File: config.mk
export PLATFORM = sky130hd
export DESIGN_NAME = p1_pool_write
export DESIGN_NICKNAME = d
export VERILOG_FILES = /design/src/rtl/p1_pool_write.sv
export SDC_FILE = /design/constraint.sdc
export NUM_CORES = 1
export LEC_CHECK = 0
export CAP_MARGIN = 20
export CORE_MARGIN = 3
export CORE_UTILIZATION = 45
export CTS_BUF_LIST = sky130_fd_sc_hd__clkbuf_8 sky130_fd_sc_hd__clkbuf_16
export DETAILED_ROUTE_END_ITERATION = 8
export GPL_TIMING_DRIVEN = 0
export PLACE_DENSITY = 0.62
export RECOVER_POWER = 100
export SLEW_MARGIN = 20
export SYNTH_ARGS = -nofsm -noshare
export SYNTH_HDL_FRONTEND = slang
export SYNTH_SLANG_ARGS = --single-unit
File: constraint.sdc
create_clock -name clk -period 5.18 [get_ports clk]
set_clock_uncertainty 0.2 [all_clocks]
set_input_delay 1.554 -clock clk [delete_from_list [all_inputs] [get_ports clk]]
set_output_delay 1.554 -clock clk [all_outputs]
set_load 0.03 [all_outputs]
File: src/rtl/p1_pool_write.sv
// Pooling-1 write stage: 2x2/stride-2 max pool of the conv1
// stream, written into the pooling-1 memory one map after another.
module p1_pool_write #(
  parameter int DATA_W   = 16,
  parameter int IN_DIM   = 24,
  parameter int NUM_MAPS = 3
) (
  input  logic                     clk,
  input  logic                     reset,
  input  logic                     enable,
  input  logic                     in_valid,
  input  logic signed [DATA_W-1:0] in_data,
  output logic                     mem_we,
  output logic [7:0]               mem_addr,
  output logic signed [DATA_W-1:0] mem_wdata,
  output logic [1:0]               map_sel,
  output logic                     done
);

  localparam int OUT_DIM = IN_DIM / 2;
  localparam int CW      = $clog2(IN_DIM);

  logic [CW-1:0]            col;
  logic [CW-1:0]            row;
  logic [1:0]               map;
  logic signed [DATA_W-1:0] pair;
  logic signed [DATA_W-1:0] linebuf [OUT_DIM];

  logic                     accept;
  logic                     last_col;
  logic                     last_row;
  logic                     last_map;
  logic                     wr_now;
  logic [CW-2:0]            half;
  logic signed [DATA_W-1:0] pm;
  logic signed [DATA_W-1:0] pool;
  logic [7:0]               addr;

  // Beat qualification, pooling maxima and write address
  always_comb begin
    accept   = enable & in_valid & ~done;
    last_col = (col == CW'(IN_DIM - 1));
    last_row = (row == CW'(IN_DIM - 1));
    last_map = (map == 2'(NUM_MAPS - 1));
    half     = col[CW-1:1];
    pm       = (in_data > pair) ? in_data : pair;
    pool     = (linebuf[half] > pm) ? linebuf[half] : pm;
    addr     = 8'(row[CW-1:1]) * 8'(OUT_DIM) + 8'(half);
    wr_now   = accept & row[0] & col[0];
  end

  // Pixel position counters: col, then row, then map
  always_ff @(posedge clk) begin
    if (reset) begin
      col <= '0;
      row <= '0;
      map <= '0;
    end else if (accept) begin
      col <= last_col ? '0 : col + 1'b1;
      if (last_col)
        row <= last_row ? '0 : row + 1'b1;
      if (last_col && last_row)
        map <= last_map ? '0 : map + 1'b1;
    end
  end

  // Horizontal pair capture and even-row line buffer; overwritten
  // before every read, so they need no reset
  always_ff @(posedge clk) begin
    if (accept && !col[0])
      pair <= in_data;
    if (accept && col[0] && !row[0])
      linebuf[half] <= pm;
  end

  // Registered memory write port and sticky done
  always_ff @(posedge clk) begin
    if (reset) begin
      mem_we    <= 1'b0;
      mem_addr  <= '0;
      mem_wdata <= '0;
      map_sel   <= '0;
      done      <= 1'b0;
    end else begin
      mem_we <= wr_now;
      if (wr_now) begin
        mem_addr  <= addr;
        mem_wdata <= pool;
        map_sel   <= map;
      end
      if (accept && last_col && last_row && last_map)
        done <= 1'b1;
    end
  end

endmodule

Yosys cells after proc, flatten, opt, wreduce, memory -nomap -nowiden
Memories as Yosys holds them, arrays and structs flattened. A register that Yosys moved wholly into a read port is not among the register bits.
Cells that the tools add are included.
{ "op_classes": {"add_sub_neg": 4, "n_eq_ne": 3, "muxes": 9, "mul": 1, "reduce_logical": 11, "n_shift": 0, "n_lt_le_gt_ge": 2, "n_div": 0, "bitwise": 5} }
{ "ops": {"columns": ["operator", "n"], "rows": [
  ["$gt A16 B16 Y1", 2],
  ["$mux W16", 2],
  ["$add A5 B1 Y5 const B", 2],
  ["$eq A5 B5 Y1 const B", 2],
  ["$mux W5", 2],
  ["$add A8 B4 Y8", 1],
  ["$mux W4", 2],
  ["$logic_and A1 B1 Y1", 7],
  ["$mul A4 B2 Y6 const B", 1],
  ["$and A1 B1 Y1", 4],
  ["$reduce_and A2 Y1", 2],
  ["$add A2 B1 Y2 const B", 1],
  ["$eq A2 B2 Y1 const B", 1],
  ["$logic_not A1 Y1", 2],
  ["$mux W1", 2],
  ["$mux W2", 1],
  ["$not A1 Y1", 1]
]} }
{ "totals": {"ramBits": 192, "elab_cells": 45, "regBits": 56, "memories": 1, "latch_bits": 0, "romBits": 0} }
{ "memory_table": {"columns": ["memory", "depth", "word_bits", "read_ports", "rd_clocked_by_memory_dff", "wr", "line_no", "text"], "rows": [
  ["linebuf", 12, 16, 1, 1, 1, "27", "logic signed [DATA_W-1:0] linebuf [OUT_DIM];"]
]} }

Depth between registers and ports, before layout
Gate-level depths: netlist of the first run.
{ "depth": {"ltp_word": 6, "depth_mapped": 19} }

Least setup slack after synthesis of the first run
Ideal clock, no wire load.
{ "synth_timing": {"path_kind": "input -> register", "from": "input port in_data[15]", "to": "register mem_wdata[14]", "t_arrival_ns": 4.962, "setup_slack_ns": -0.101, "cell_stages": 17, "setup_time_ns": 0.120, "path_cell_list": "ha_1 -> buf_4 -> nand4_4 -> or2_1 -> a211o_1 -> buf_2 -> a32oi_1 -> nor2_1 -> ha_1 -> nand4_1 -> nor4_1 -> a21boi_0 -> or4_1 -> clkbuf_1 -> clkbuf_1 -> a21boi_0 -> o31a_1"} }
{ "synth_via": {"elab_chain_cells": 4} }
{ "synth_rtl": {"columns": ["element", "line_no", "text"], "rows": [
  ["start, declared", "12", "input logic signed [DATA_W-1:0] in_data,"],
  ["$gt A16 B16 Y1", "46", "pm = (in_data > pair) ? in_data : pair;"],
  ["$mux W16 (*)", "46", null],
  ["$gt A16 B16 Y1", "47", "pool = (linebuf[half] > pm) ? linebuf[half] : pm;"],
  ["$mux W16 (*)", "47", null],
  ["end signal, assigned", "88", "mem_wdata <= pool;"],
  ["end, declared", "15", "output logic signed [DATA_W-1:0] mem_wdata,"]
]} }
Mark *: on every way between the ends. The rest lies on a longest branch, timed or not.
A chain may end at the register's enable or synchronous reset.

Worst setup path in the final report of the first run
{ "layout_timing": {"from": "input port in_data[0]", "to": "register mem_wdata[2]"} }
Same word-level chain as after synthesis.

==> key figures, run 1 <==
GRT
  – First-pass GRT wire length: approximately 42 mm
  – Largest net degree at the start of global routing: 16
  – Global route overflow: 0
  – Vias in the first global route: 7555
  – Initial antenna violation count: 0
  – Gr usage total: 19.1%

Clocking
  – Clock tree buffer depth: 3
  – Clock sinks: 252
  – Post-CTS Hold Fix Bufs: 0
  – Clock transition at path regs: 0.06 ns
  – H-tree level count: 1
  – CTS tree: done
  – Clock latency on the worst-skew pair: 0.52 ns
  – CTS root buf: clkbuf_16
  – CTS buffer count: 27

Timing
  – Fmax achieved: 0.196 GHz
  – Final hold slack: 0.257 ns
  – Final Setup Violations: 0
  – Final min period: slightly above 5 ns
  – Worst-Margin Slew: 0.868 ns
  – Max_slew headroom: between 40% and 50%
  – Setup ws final: about 0.084 ns
  – Final slew viol count: 0
  – Hold Vio Cnt, Final: 0
  – Period utilisation layout: 98.4%

Logic synthesis
  – Ys async rst share: 0%
  – Post-synth cell types: 59
  – Post-synthesis net count: 893
  – Yosys warning total: 0
  – Cell count after synthesis: 830
  – Synth Cell Area: between 10000 and 15000 um2
  – Synth Area per Inst: 13.9 um2
  – Main flop type after synthesis: edfxtp_1
  – Flops & latches, synth: 252
  – Sequential element share of the synthesized area: 61.7%
  – Number of flops mapped to enable cells by yosys: about 210

Floorplanning
  – Die Ht: around 170 um
  – Starting Density: 45.9%
  – Die span in x: roughly 170 um
  – Core area: 25200 um2
  – Rows: 58
  – IO Pins: 48
  – Die Area: 27600 um2

Routing
  – WL/cell: between 20 and 25 um
  – Detail Route Antenna Nets: 0
  – Final Routed Wirelength: 26.8 mm
  – DRC Markers: 0
  – Pre-Repair DR Iteration Count: 6
  – DR vias/cell: 5.66
  – Via count: approximately 7300
  – Number of DRC markers in iteration 0: between 500 and 600

Layout
  – Nets: just over 1000
  – Antenna cells: 0
  – Area delta synth->final: 24.1%
  – Fillers: approximately 2000
  – Core Util, Final: a little under three fifths
  – Layout cells sized above 1: 26.4%
  – Final instance area: roughly 14000 um2

Placed design
  – Setup WS pre-CTS: -1.51 ns
  – Port Buf Inserts: 46
  – HPWL Detailed: 18.9 mm
  – Placed Area: between 10000 and 15000 um2
  – Routability Congestion: approximately 0.81

Flow run
  – Max-cap violations: 0

Critical path
  – Maximum fanout along the worst path: 10
  – CP startpoint kind: primary input
  – Setup CP Type: primary input to flop
  – CP arrival: 5.34 ns
  – Worst EP required: about 5.4 ns
  – CP endpoint kind: flop

Outcome
  – Status: finished, final reports clean

Min path
  – Hold WC Path Type: flop to flop

Power and ir drop
  – P per Cell Area: approximately 320 nW/um2
  – Worst vdd ir: roughly 0.00019 V
  – Pleak: about 0.0048 uW
[cell families after synthesis]
kind of cell	share of synthesized area [%]
xor gates and xnor gates	0.531
and+or+nand+nor	7.92
buffers and inverters	3.02
muxes	11.0
adders and majority gates	4.79
AOI/OAI and AO/OA	11.0
DFF	61.7
[placed cells by master, fill, tap and decap left out, drive strengths merged, types with 21 or more instances in the layout]
master / n
buf: 66
a21oi: 27
nand3: 21
clkdlybuf4s50: 30
nand2: 75
o21ai: 36
mux4: 48
inv: 40
clkbuf: 70
nor2: 50
dfxtp: 44
ha: 41
edfxtp: 208
[through the flow]
step           total power, uW  cells  setup TNS, ns
2_1_floorplan             2600    830              0
6_report                  4650   1295              0
3_5_place_dp              2730   1224         -23.08
4_1_cts                   4630   1286              0
3_3_place_gp              2720   1206         -69.56
5_1_grt                   4830   1295         -0.182
[worst paths after layout]
path,from,endpoint,slack (ns),cells after the start
worst max register to register,pair[8],mem_wdata[2],0.81,17
worst min register to register,map_sel[1],map_sel[1],0.26,2
worst min-delay path,map_sel[1],map_sel[1],0.26,2
worst max-delay path,in_data[0],mem_wdata[2],0.08,18
[Yosys cell counts (2+ instances only)]
| master | number | share of area (%) |
|---|---|---|
| nand3b_1 | 2 | 0.13 |
| buf_4 | 4 | 0.26 |
| a31oi_1 | 14 | 0.76 |
| a21boi_0 | 3 | 0.20 |
| a21bo_2 | 14 | 1.2 |
| nor2_1 | 50 | 1.6 |
| edfxtp_1 | 208 | 54 |
| a211oi_1 | 3 | 0.20 |
| a2111oi_0 | 16 | 1.2 |
| nor3b_1 | 2 | 0.13 |
| o21ai_0 | 36 | 1.6 |
| a21oi_1 | 27 | 1.2 |
| and2_1 | 3 | 0.16 |
| xor2_1 | 2 | 0.15 |
| o31a_1 | 2 | 0.15 |
| nor3_1 | 12 | 0.52 |
| clkbuf_1 | 35 | 1.1 |
| nand2_1 | 75 | 2.4 |
| a21o_1 | 4 | 0.26 |
| o21bai_1 | 14 | 0.91 |
| inv_1 | 37 | 1.2 |
| or4_1 | 2 | 0.13 |
| fa_1 | 2 | 0.35 |
| nand2b_1 | 6 | 0.33 |
| o211ai_1 | 18 | 1.2 |
| mux4_2 | 48 | 9.4 |
| mux2i_1 | 18 | 1.6 |
| nand3_1 | 20 | 0.87 |
| buf_1 | 5 | 0.16 |
| o2bb2ai_1 | 2 | 0.15 |
| nor4_1 | 3 | 0.16 |
| or2_2 | 2 | 0.11 |
| o21a_1 | 3 | 0.20 |
| ha_1 | 41 | 4.4 |
| xnor2_1 | 5 | 0.38 |
| a32oi_1 | 16 | 1.2 |
| dfxtp_1 | 44 | 7.6 |
| nor2b_1 | 2 | 0.11 |
| buf_2 | 6 | 0.26 |
| nand4_1 | 5 | 0.27 |
[cell type report]
class | count | area [um2] | area share, %
timing repair buffer | 90 | 798 | 5.57
clock inverter | 19 | 159 | 1.11
tap | 330 | 413 | 2.88
inverter | 37 | 139 | 0.969
sequential | 252 | 7130 | 49.7
clock buffer | 27 | 676 | 4.71
multi-input combinational | 491 | 4720 | 32.9
buffer | 49 | 300 | 2.10
[critical path, stage by stage]
cell,delay [ns]
clkbuf_1,0.21
inv_1,0.08
ha_1,0.29
nand4_1,0.12
or4_1,0.53
buf_4,0.18
buf_4,0.18
nand3_1,0.13
a32oi_4,0.07
nor2_2,0.14
ha_1,0.28
nand4_1,0.19
nor4_4,0.08
a21boi_4,0.14
or4_4,0.61
buf_8,0.17
a21bo_2,0.19
a31oi_1,0.19
[report_power, final]
part	internal, uW	leakage [uW]	total, uW	switching [uW]
sequential	2260	0.00224	2260	6.39
clock	1080	0.000417	1830	744
combinational	231	0.00218	561	331
[layer usage]
layer	GRT usage [%]	vias up	routed length, um
met4	4.34	0	487
met1	25.9	3633	11300
li1	-	3454	-
met5	0	-	0
met2	33.0	212	13400
met3	2.57	34	1550
[registers in the layout, indices dropped and copies added, names as in the netlist, named ones only]
name	count
done	1
mem_we	1
linebuf	192
row	5
map_sel	2
map	2
mem_wdata	16
col	5
pair	16
mem_addr	8
[timing repair]
action,in CTS,in global routing
cloned,1,2
setup endpoints to repair,16,16
pin swaps,27,24
gates resized for setup,107,81
setup buffers,16,7
Note: power is estimated with default switching activity, not from simulation.
==> run 2: changes to the inputs <==
--- a/config.mk
+++ b/config.mk
@@ -11,7 +11,7 @@
 export CTS_BUF_LIST = sky130_fd_sc_hd__clkbuf_8 sky130_fd_sc_hd__clkbuf_16
 export DETAILED_ROUTE_END_ITERATION = 8
 export GPL_TIMING_DRIVEN = 0
-export PLACE_DENSITY = 0.62
+export PLACE_DENSITY = 0.6
 export RECOVER_POWER = 100
 export SLEW_MARGIN = 20
 export SYNTH_ARGS = -nofsm -noshare
==> constraint.sdc (replaced) <==
create_clock -name clk -period 5.2 [get_ports clk]
set_clock_uncertainty 0.2 [all_clocks]
set_input_delay 1.56 -clock clk [delete_from_list [all_inputs] [get_ports clk]]
set_output_delay 1.56 -clock clk [all_outputs]
set_load 0.03 [all_outputs]
==> key figures, run 2 (synthesis results as in run 1) <==
Clocking
  – Clock sinks: 252
  – CTS buffer count: 27
  – CTS tree: done
  – Clock latency on the worst-skew pair: ~0.53 ns
  – CTS root buf: clkbuf_16
  – Clock tree buffer depth: 3
  – H-tree level count: 1
  – Clock transition at path regs: about 0.06 ns
  – Post-CTS Hold Fix Bufs: 0

Timing
  – Period utilisation layout: 99.2%
  – Fmax achieved: around 0.19 GHz
  – Final Setup Violations: 0
  – Final slew viol count: 0
  – Setup ws final: between 0.03 and 0.04 ns
  – Final min period: 5.16 ns
  – Worst-Margin Slew: 1.18 ns
  – Hold Vio Cnt, Final: 0
  – Max_slew headroom: 20.7%

Critical path
  – CP startpoint kind: primary input
  – Setup CP Type: primary input to flop
  – CP arrival: 5.41 ns
  – Maximum fanout along the worst path: 10
  – Worst EP required: between 5 and 6 ns
  – CP endpoint kind: flop

Layout
  – Antenna cells: 0
  – Non-Filler Instances: around 1300
  – Nets: between 1000 and 1500
  – Most common cell after layout, fill and taps aside: edfxtp_1
  – Most frequent cells in the layout: edfxtp_1 (208), nand2_1 (75), mux4_2 (48), clkbuf_1 (46), dfxtp_1 (44)
  – Largest register FFs: about 190
  – Area delta synth->final: 23.6%
  – Area occupied by multi-input gates: between 4000 and 5000 um2
  – Layout cells sized above 1: roughly a quarter
  – Biggest regs: linebuf x192, mem_wdata x16, pair x16
  – Top reg by flops: linebuf
  – Fillers: 2017
  – Sequential cell area: around 7100 um2

Power and ir drop
  – Sequential share of power: around 49%
  – Worst vdd ir: around 0.00022 V
  – Comb pwr share: approximately 12%
  – Sw power: 1100 uW
  – Cell Int Power: roughly 3500 uW
  – Sw frac: a little under a quarter
  – P per Cell Area: approximately 320 nW/um2
  – Clock power frac: between 30% and 40%
  – Pwr Total: approximately 4600 uW
  – Pleak: 0.00488 uW

Placed design
  – HPWL Detailed: 19.1 mm
  – Setup WS pre-CTS: -1.50 ns
  – DP Cell Count: 1225
  – Routability Congestion: between 0.7 and 0.8
  – Port Buf Inserts: 46

Flow run
  – Max-cap violations: 0

Floorplanning
  – Starting Density: approximately 46%
  – Die span in x: roughly 170 um
  – IO Pins: 48
  – Core area: around 25000 um2
  – Rows: between 50 and 60
  – Die Ht: 166 um
  – Die Area: 27600 um2

GRT
  – Gr usage total: about a fifth
  – Vias in the first global route: ~7600
  – Largest net degree at the start of global routing: 14
  – Global route overflow: 0
  – First-pass GRT wire length: between 40 and 50 mm
  – Initial antenna violation count: 0

Outcome
  – Status: finished, final reports clean

Routing
  – Number of DRC markers in iteration 0: 495
  – WL/cell: roughly 21 um
  – Detail Route Antenna Nets: 0
  – Pre-Repair DR Iteration Count: 5
  – Via count: 7346
  – DR vias/cell: around 5.6
  – Final Routed Wirelength: approximately 27 mm
  – DRC Markers: 0

Min path
  – Hold WC Path Type: flop to flop
==> run 2: power by group through the flow <==
stage               registers [uW]  clock network (uW)  logic [uW]
finish                        2260                1810         563
global route                  2260                1940         616
CTS                           2260                1850         502
detailed placement            2300                   0         423
global placement              2300                   0         414
floorplan                     2300                   0         289
==> run 2: metal layers <==
layer | vias up | global-route usage [%] | share of wire, %
met5 | - | 0 | 0
met4 | 0 | 4.52 | 2.1
met3 | 52 | 3.02 | 4.6
met2 | 180 | 33.9 | 50
met1 | 3643 | 24.9 | 43
li1 | 3471 | - | -
==> run 2: repair_timing <==
| item | in CTS | in global routing |
|---|---|---|
| resized for setup | 112 | 76 |
| buffers inserted | 14 | 12 |
| endpoints found under the hold margin | 0 | 0 |
| endpoints found under the setup margin | 16 | 16 |
| cloned | 1 | 2 |
| pin swaps | 32 | 30 |
==> run 2: path summary, 6_finish.rpt <==
check                  to  depth (start not counted)  slack [ns]  startpoint
max          mem_wdata[2]                         17        0.04  in_data[2]
min reg2reg    map_sel[0]                          2        0.26  map_sel[0]
min            map_sel[0]                          2        0.26  map_sel[0]
max reg2reg  mem_wdata[2]                         17        0.81     pair[7]
==> run 2: per-stage QoR <==
stage                     TNS, ns  cell area, um2  hold WS [ns]  util, %
after floorplan                 0           11500         0.266        -
after global placement     -73.84           12400         0.248     49.3
after detailed placement   -23.27           12700         0.253     50.3
after CTS                       0           14100         0.260     55.8
after global routing       -0.718           14300         0.276     56.7
final                           0           14300         0.255     56.7
==> run 2: worst max-delay path, stage by stage <==
cell and delay [ns]:
dlygate4sd2_1 0.30, ha_1 0.34, nand4_1 0.22, or4_4 0.47, buf_4 0.18, buf_4 0.17
nand3_1 0.13, a32oi_4 0.08, nor2_2 0.13, ha_1 0.25, nand4_1 0.24, nor4_4 0.07
a21boi_4 0.15, or4_4 0.59, clkbuf_16 0.20, a21bo_2 0.19, a31oi_1 0.15
==> run 2: area by class of cell <==
type	count	share of cell area, %
Sequential cell	252	49.9
Multi-Input combinational cell	491	32.9
Timing Repair Buffer	94	5.27
Clock buffer	27	4.73
Tap cell	330	2.89
Buffer	49	2.10
Clock inverter	22	1.16
Inverter	37	0.973
